==> src/rtl/hw_ctrl_seq_if.sv <==
// -----------------------------------------------------------------------------
// hw_ctrl_seq_if
// Bundles the console, decoder and beat-output signals of hw_ctrl_seq.
//   master : the side that drives console/decoder requests (qd, sw, short_i,
//            long_i, stop_i, sst0_i[, int_req]) and observes the beat outputs.
//   slave  : the sequencer itself (drives w, beat_idx, st0, running
//            [, int_ack, int_cyc]).
// Optional feature macro: HW_CTRL_SEQ_INT_EN adds int_req/int_ack/int_cyc.
// -----------------------------------------------------------------------------
interface hw_ctrl_seq_if #(
    parameter int MAX_BEATS = 3,
    parameter int BI_W      = $clog2(MAX_BEATS)
);
    logic                 qd;
    logic [2:0]           sw;
    logic                 short_i;
    logic                 long_i;
    logic                 stop_i;
    logic                 sst0_i;
    logic [MAX_BEATS-1:0] w;
    logic [BI_W-1:0]      beat_idx;
    logic                 st0;
    logic                 running;
`ifdef HW_CTRL_SEQ_INT_EN
    logic                 int_req;
    logic                 int_ack;
    logic                 int_cyc;

    modport master (
        output qd, sw, short_i, long_i, stop_i, sst0_i, int_req,
        input  w, beat_idx, st0, running, int_ack, int_cyc
    );
    modport slave (
        input  qd, sw, short_i, long_i, stop_i, sst0_i, int_req,
        output w, beat_idx, st0, running, int_ack, int_cyc
    );
`else
    modport master (
        output qd, sw, short_i, long_i, stop_i, sst0_i,
        input  w, beat_idx, st0, running
    );
    modport slave (
        input  qd, sw, short_i, long_i, stop_i, sst0_i,
        output w, beat_idx, st0, running
    );
`endif
endinterface

==> src/rtl/hw_ctrl_seq.sv <==
// -----------------------------------------------------------------------------
// hw_ctrl_seq
// Beat (W1..Wn) generator for a microprogrammed console/CPU controller.
// A rising edge on qd starts the sequencer from the saved resume beat; decoder
// requests shorten/extend/stop the instruction; st0 tracks console/program
// phase. A change of console mode (sw) aborts everything back to HALT at W1.
// Ports:
//   t3   : clock, all state changes on its rising edge
//   clr  : synchronous active-high reset (sampled on t3)
//   bus  : hw_ctrl_seq_if.slave (qd, sw, decoder requests in; w, beat_idx,
//          st0, running [, int_ack, int_cyc] out)
// Optional feature macro: HW_CTRL_SEQ_INT_EN enables the two-beat INT cycle.
// -----------------------------------------------------------------------------
module hw_ctrl_seq #(
    parameter int MAX_BEATS = 3,
    parameter int BI_W      = $clog2(MAX_BEATS)
) (
    input  logic          t3,
    input  logic          clr,
    hw_ctrl_seq_if.slave  bus
);

    typedef enum logic [1:0] {
        ST_HALT = 2'b00,
        ST_RUN  = 2'b01,
        ST_INT  = 2'b10
    } state_e;

    state_e               state_q, state_d;
    logic [BI_W-1:0]      beat_q, beat_d;
    logic [BI_W-1:0]      resume_q, resume_d;
    logic                 st0_q, st0_d;
    logic                 qd_q, qd_d;
    logic [2:0]           sw_q, sw_d;
    logic [MAX_BEATS-1:0] w_q, w_d;
    logic                 running_q, running_d;

    logic                 qd_rise_s;
    logic                 mode_chg_s;
    logic                 last_s;
    logic                 stop_now_s;
    logic [BI_W-1:0]      next_beat_s;

`ifdef HW_CTRL_SEQ_INT_EN
    logic                 int_ack_q, int_ack_d;
    logic                 int_cyc_q, int_cyc_d;
    // A stop seen during INT is held here until the sequencer is back in RUN.
    logic                 stop_pend_q, stop_pend_d;
`endif

    // Edge/mode detection and the end-of-instruction decision for the current beat.
    always_comb begin
        qd_rise_s   = bus.qd & ~qd_q;
        mode_chg_s  = (bus.sw != sw_q);
        last_s      = bus.short_i
                    | (~bus.long_i & (beat_q >= BI_W'(1)))
                    | (beat_q == BI_W'(MAX_BEATS - 1));
        next_beat_s = last_s ? {BI_W{1'b0}} : (beat_q + BI_W'(1));
`ifdef HW_CTRL_SEQ_INT_EN
        stop_now_s  = bus.stop_i | stop_pend_q;
`else
        stop_now_s  = bus.stop_i;
`endif
    end

    // Next-state, st0 and registered-output computation.
    always_comb begin
        state_d  = state_q;
        beat_d   = beat_q;
        resume_d = resume_q;
        st0_d    = st0_q;
        qd_d     = bus.qd;
        sw_d     = bus.sw;
`ifdef HW_CTRL_SEQ_INT_EN
        int_ack_d   = 1'b0;
        stop_pend_d = stop_pend_q;
`endif
        if (mode_chg_s) begin
            // Console mode change wins over every other request.
            state_d  = ST_HALT;
            beat_d   = {BI_W{1'b0}};
            resume_d = {BI_W{1'b0}};
            st0_d    = 1'b0;
`ifdef HW_CTRL_SEQ_INT_EN
            stop_pend_d = 1'b0;
`endif
        end else begin
            // st0 clear uses the beat currently on w (W2) and the live mode.
            if (bus.sst0_i) begin
                st0_d = 1'b1;
            end else if (st0_q & w_q[1] & (bus.sw == 3'b100)) begin
                st0_d = 1'b0;
            end else begin
                st0_d = st0_q;
            end

            case (state_q)
                ST_HALT: begin
                    if (qd_rise_s) begin
                        state_d = ST_RUN;
                        beat_d  = resume_q;
                    end else begin
                        state_d = ST_HALT;
                    end
                end
                ST_RUN: begin
                    if (stop_now_s) begin
                        state_d  = ST_HALT;
                        resume_d = next_beat_s;
                        beat_d   = next_beat_s;
`ifdef HW_CTRL_SEQ_INT_EN
                        stop_pend_d = 1'b0;
                    end else if (last_s & st0_q & bus.int_req) begin
                        state_d   = ST_INT;
                        beat_d    = {BI_W{1'b0}};
                        int_ack_d = 1'b1;
`endif
                    end else begin
                        beat_d = next_beat_s;
                    end
                end
`ifdef HW_CTRL_SEQ_INT_EN
                ST_INT: begin
                    stop_pend_d = stop_pend_q | bus.stop_i;
                    // INT is always exactly W1, W2, then back to RUN at W1.
                    if (beat_q == {BI_W{1'b0}}) begin
                        beat_d = BI_W'(1);
                    end else begin
                        state_d = ST_RUN;
                        beat_d  = {BI_W{1'b0}};
                    end
                end
`endif
                default: begin
                    state_d = ST_HALT;
                    beat_d  = {BI_W{1'b0}};
                end
            endcase
        end

        // Outputs are registered from the next state so w lags its cause by one edge.
        running_d = (state_d != ST_HALT);
        if (running_d) begin
            w_d = MAX_BEATS'(1'b1) << beat_d;
        end else begin
            w_d = {MAX_BEATS{1'b0}};
        end
`ifdef HW_CTRL_SEQ_INT_EN
        int_cyc_d = (state_d == ST_INT);
`endif
    end

    // State and output registers with synchronous clear.
    always_ff @(posedge t3) begin
        if (clr) begin
            state_q   <= ST_HALT;
            beat_q    <= {BI_W{1'b0}};
            resume_q  <= {BI_W{1'b0}};
            st0_q     <= 1'b0;
            qd_q      <= bus.qd;
            sw_q      <= bus.sw;
            w_q       <= {MAX_BEATS{1'b0}};
            running_q <= 1'b0;
`ifdef HW_CTRL_SEQ_INT_EN
            int_ack_q   <= 1'b0;
            int_cyc_q   <= 1'b0;
            stop_pend_q <= 1'b0;
`endif
        end else begin
            state_q   <= state_d;
            beat_q    <= beat_d;
            resume_q  <= resume_d;
            st0_q     <= st0_d;
            qd_q      <= qd_d;
            sw_q      <= sw_d;
            w_q       <= w_d;
            running_q <= running_d;
`ifdef HW_CTRL_SEQ_INT_EN
            int_ack_q   <= int_ack_d;
            int_cyc_q   <= int_cyc_d;
            stop_pend_q <= stop_pend_d;
`endif
        end
    end

    assign bus.w        = w_q;
    assign bus.beat_idx = beat_q;
    assign bus.st0      = st0_q;
    assign bus.running  = running_q;
`ifdef HW_CTRL_SEQ_INT_EN
    assign bus.int_ack  = int_ack_q;
    assign bus.int_cyc  = int_cyc_q;
`endif

endmodule

==> src/flat_wrapper.sv <==
// flat-port wrapper written by rule: the top's interface ports become plain ports
module hw_ctrl_seq_flat 
#(
    parameter int MAX_BEATS = 3,
    parameter int BI_W      = $clog2(MAX_BEATS)
)
  (t3, clr, bus_qd, bus_sw, bus_short_i, bus_long_i, bus_stop_i, bus_sst0_i, bus_w, bus_beat_idx, bus_st0, bus_running);
  hw_ctrl_seq_if #(.MAX_BEATS(MAX_BEATS), .BI_W(BI_W)) bus_i ();
  input  logic t3;
  input  logic clr;
  input wire logic [$bits(bus_i.qd)-1:0] bus_qd;
  input wire logic [$bits(bus_i.sw)-1:0] bus_sw;
  input wire logic [$bits(bus_i.short_i)-1:0] bus_short_i;
  input wire logic [$bits(bus_i.long_i)-1:0] bus_long_i;
  input wire logic [$bits(bus_i.stop_i)-1:0] bus_stop_i;
  input wire logic [$bits(bus_i.sst0_i)-1:0] bus_sst0_i;
  output wire logic [$bits(bus_i.w)-1:0] bus_w;
  output wire logic [$bits(bus_i.beat_idx)-1:0] bus_beat_idx;
  output wire logic [$bits(bus_i.st0)-1:0] bus_st0;
  output wire logic [$bits(bus_i.running)-1:0] bus_running;
  assign bus_i.qd = bus_qd;
  assign bus_i.sw = bus_sw;
  assign bus_i.short_i = bus_short_i;
  assign bus_i.long_i = bus_long_i;
  assign bus_i.stop_i = bus_stop_i;
  assign bus_i.sst0_i = bus_sst0_i;
  assign bus_w = bus_i.w;
  assign bus_beat_idx = bus_i.beat_idx;
  assign bus_st0 = bus_i.st0;
  assign bus_running = bus_i.running;
  hw_ctrl_seq #(.MAX_BEATS(MAX_BEATS), .BI_W(BI_W)) u_core (.t3(t3), .clr(clr), .bus(bus_i));
endmodule
==> config.mk <==
export PLATFORM = sky130hd
export DESIGN_NAME = hw_ctrl_seq_flat
export DESIGN_NICKNAME = d
export VERILOG_FILES = /design/src/rtl/hw_ctrl_seq_if.sv /design/src/rtl/hw_ctrl_seq.sv /design/src/flat_wrapper.sv
export SDC_FILE = /design/constraint.sdc
export NUM_CORES = 1
export LEC_CHECK = 0
export ABC_CLOCK_PERIOD_IN_PS = 2100
export CAP_MARGIN = 20
export CORE_UTILIZATION = 30
export CTS_BUF_LIST = sky130_fd_sc_hd__clkbuf_8
export DETAILED_ROUTE_END_ITERATION = 12
export SLEW_MARGIN = 10
export SYNTH_ARGS = -nofsm -noshare
export SYNTH_HDL_FRONTEND = slang
export SYNTH_SLANG_ARGS = --single-unit
==> constraint.sdc <==
create_clock -name t3 -period 2.1 [get_ports t3]
set_clock_uncertainty 0.05 [all_clocks]
set_input_delay 0.315 -clock t3 [delete_from_list [all_inputs] [get_ports t3]]
set_output_delay 0.315 -clock t3 [all_outputs]
set_load 0.01 [all_outputs]
==> flow_summary.toml <==
[status]
status = "complete, no violations"

[worst_setup_path]
path_buf_inv = 1
cp_slowest_cell = "or4_4"
cp-end-kind = "register"
critPathLaunchType = "primary input"
cp.arrival_ps = 2170
crit_family = "simple AND/OR/NAND/NOR gates"
slowest_delay_ps = 520
crit_fanout = 4
required_ps = 2210
crit_path_cell_trace = "clkdlybuf4s50_1 -> xor2_1 -> or4_4 -> or3b_4 -> nor4_4"
crit_type = "primary input to register"

[die]
core_sq_um = 1780
dieArea_sq_um = 2160
io_pins = 17
die_x_microns = 46.5
initial_core_util_pct = 33.3
fp.dieH_microns = 46.5
core.rowCount = 15

[drt]
wl_per_cell_microns = 10.7
ant_nets = 0
first_pass_iters = 3
via_per_inst = 4.48
vias = 466
drcViolationCount = 0
drtIter0Drc = 4
wl_microns = 1110

[sta]
fin_tns_setup_ps = 0
period_minus_slack_ps = 2070
worst_slack_ps = 33.1
hold_viol = 0
setup_viol = 0
drv_slew = 0
fmax_mhz = 484
period_share_pct = 98.4

[synthesis]
async_reset_ff_share_pct = 0
synth_top_area_cell = "dfxtp_1"
syn_nets = 68
synth_flop_cell = "dfxtp_1"
netlist_instances = 56
synth.distinct_cells = 25
ys_seq_area_share_pct = 50.6
syn_avg_cell_area_sq_um = 10.6
synth_common_cells = "dfxtp_1, nor2_1, inv_1"
synth-seq-cells = 15
synth.most_common_cell = "dfxtp_1"
synth-edff-count = 0
yosys_warnings = 0
synthDominantCellAreaShare_pct = 50.6
syn-cell-area_sq_um = 593
netlist_top_cells_area = "dfxtp_1, mux2_2, mux2i_1"

[placed_design]
io_buffers = 16
dp.cells = 99
pre_cts_slack_ps = -198
gp_congestion = 0.700
dp.final_hpwl_microns = 834

[cts]
cts_max_path_buffers = 2
root_buffer = "clkbuf_8"
clk_pin_slew_ps = 60
cts_tree = "done"
clkLatencyLatePin_ps = 240
h-tree-depth = 1
cts_buffers = 3
postCtsHoldBufs = 0
clkSinkCount = 15

[grt]
first_global_vias = 464
grt-ovfl-total = 0
track_usage_pct = 12.7
grt_pass1_wl_microns = 1840
grt_max_degree = 9
antenna_found_initial = 0

[power]
power.density_nw_per_um2 = 649
p_leak_nw = 0.346
peakVddDrop_mv = 0.410
power_uw = 563

[run]
cap_violations = 0

[final_layout]
areaGrowthSynthToFinish_pct = 46.2
drive_above_1_share_pct = 17.7
finalNonFillerCells = 104
diodes = 0
nets = 92
fin_util_pct = 48.6

[worst_hold_path]
hold_path_class = "register to register"
cells in the final DEF, fill, tap and decap left out, types with 2 or more instances in the layout:
master	n
clkdlybuf4s50_1	16
dfxtp_1	15
nor2_1	7
inv_1	6
buf_4	4
xor2_1	3
mux2i_1	3
mux2_2	3
clkbuf_8	3
ha_1	2
final timing paths:
kind,cells past startpoint,slack [ps],end,start
worst max-delay path,5,30,u_core.bus.w[1],bus_sw[0]
worst min-delay path,2,450,u_core.resume_q[0],u_core.resume_q[0]
worst max register to register,4,250,u_core.bus.w[1],u_core.sw_q[0]
worst min register to register,2,450,u_core.resume_q[0],u_core.resume_q[0]
repair_timing:
item                                    CTS  global route
hold endpoints to repair                  0             0
gates resized for setup                   0             2
setup buffers                             0             1
endpoints found under the setup margin    0             2
per-stage QoR:
stage	hold slack [ps]	cell area (sq um)
finish	449	867
global route	484	867
CTS	454	847
detailed placement	439	802
global placement	427	802
floorplan	293	593
cell families after synthesis:
family                     after synthesis  share of synthesized area (%)
adders and majority gates                2                           4.22
buffers and inverters                    6                           4.01
muxes                                    6                           10.8
DFF                                     15                           50.6
AOI/OAI and AO/OA                        4                           4.85
xor gates and xnor gates                 3                           4.43
and+or+nand+nor                         19                           20.5
other                                    1                          0.632
tightest hold or removal path: cells and delay by family, from the launching register on:
family        cells  cell delay (ps)
simple gates      1               70
flops             1              320
mux               1               70
where the power goes:
| part | switching (mW) | internal, mW | total [mW] |
|---|---|---|---|
| Clock | 0.0945 | 0.129 | 0.224 |
| Sequential | 0.00352 | 0.291 | 0.294 |
| Combinational | 0.0172 | 0.0276 | 0.0449 |
layout make-up:
cell class	count	area, sq um
Timing Repair Buffer	20	190
Multi-Input combinational cell	35	282
Clock inverter	1	3.75
Fill cell	182	916
Inverter	5	18.8
Sequential cell	15	300
Clock buffer	3	41.3
Tap cell	25	31.3
state kept, by name, indices dropped and copies added (netlist names):
register	cells
u_core.resume_q	2
u_core.bus.st0	1
u_core.qd_q	1
u_core.bus.beat_idx	2
u_core.sw_q	3
u_core.state_q	2
u_core.bus.running	1
u_core.bus.w	3
routing by layer:
layer  part of all wire [%]  vias up  wire length [microns]  track usage [%]
li1                       -      238                      -                -
met1                     46      206                    516             15.5
met2                     45       17                    502             18.3
met3                    5.0        5                     56             3.53
met4                    3.4        0                     38             10.6
met5                      0        -                      0                0
(Power assumes the default switching activity.)
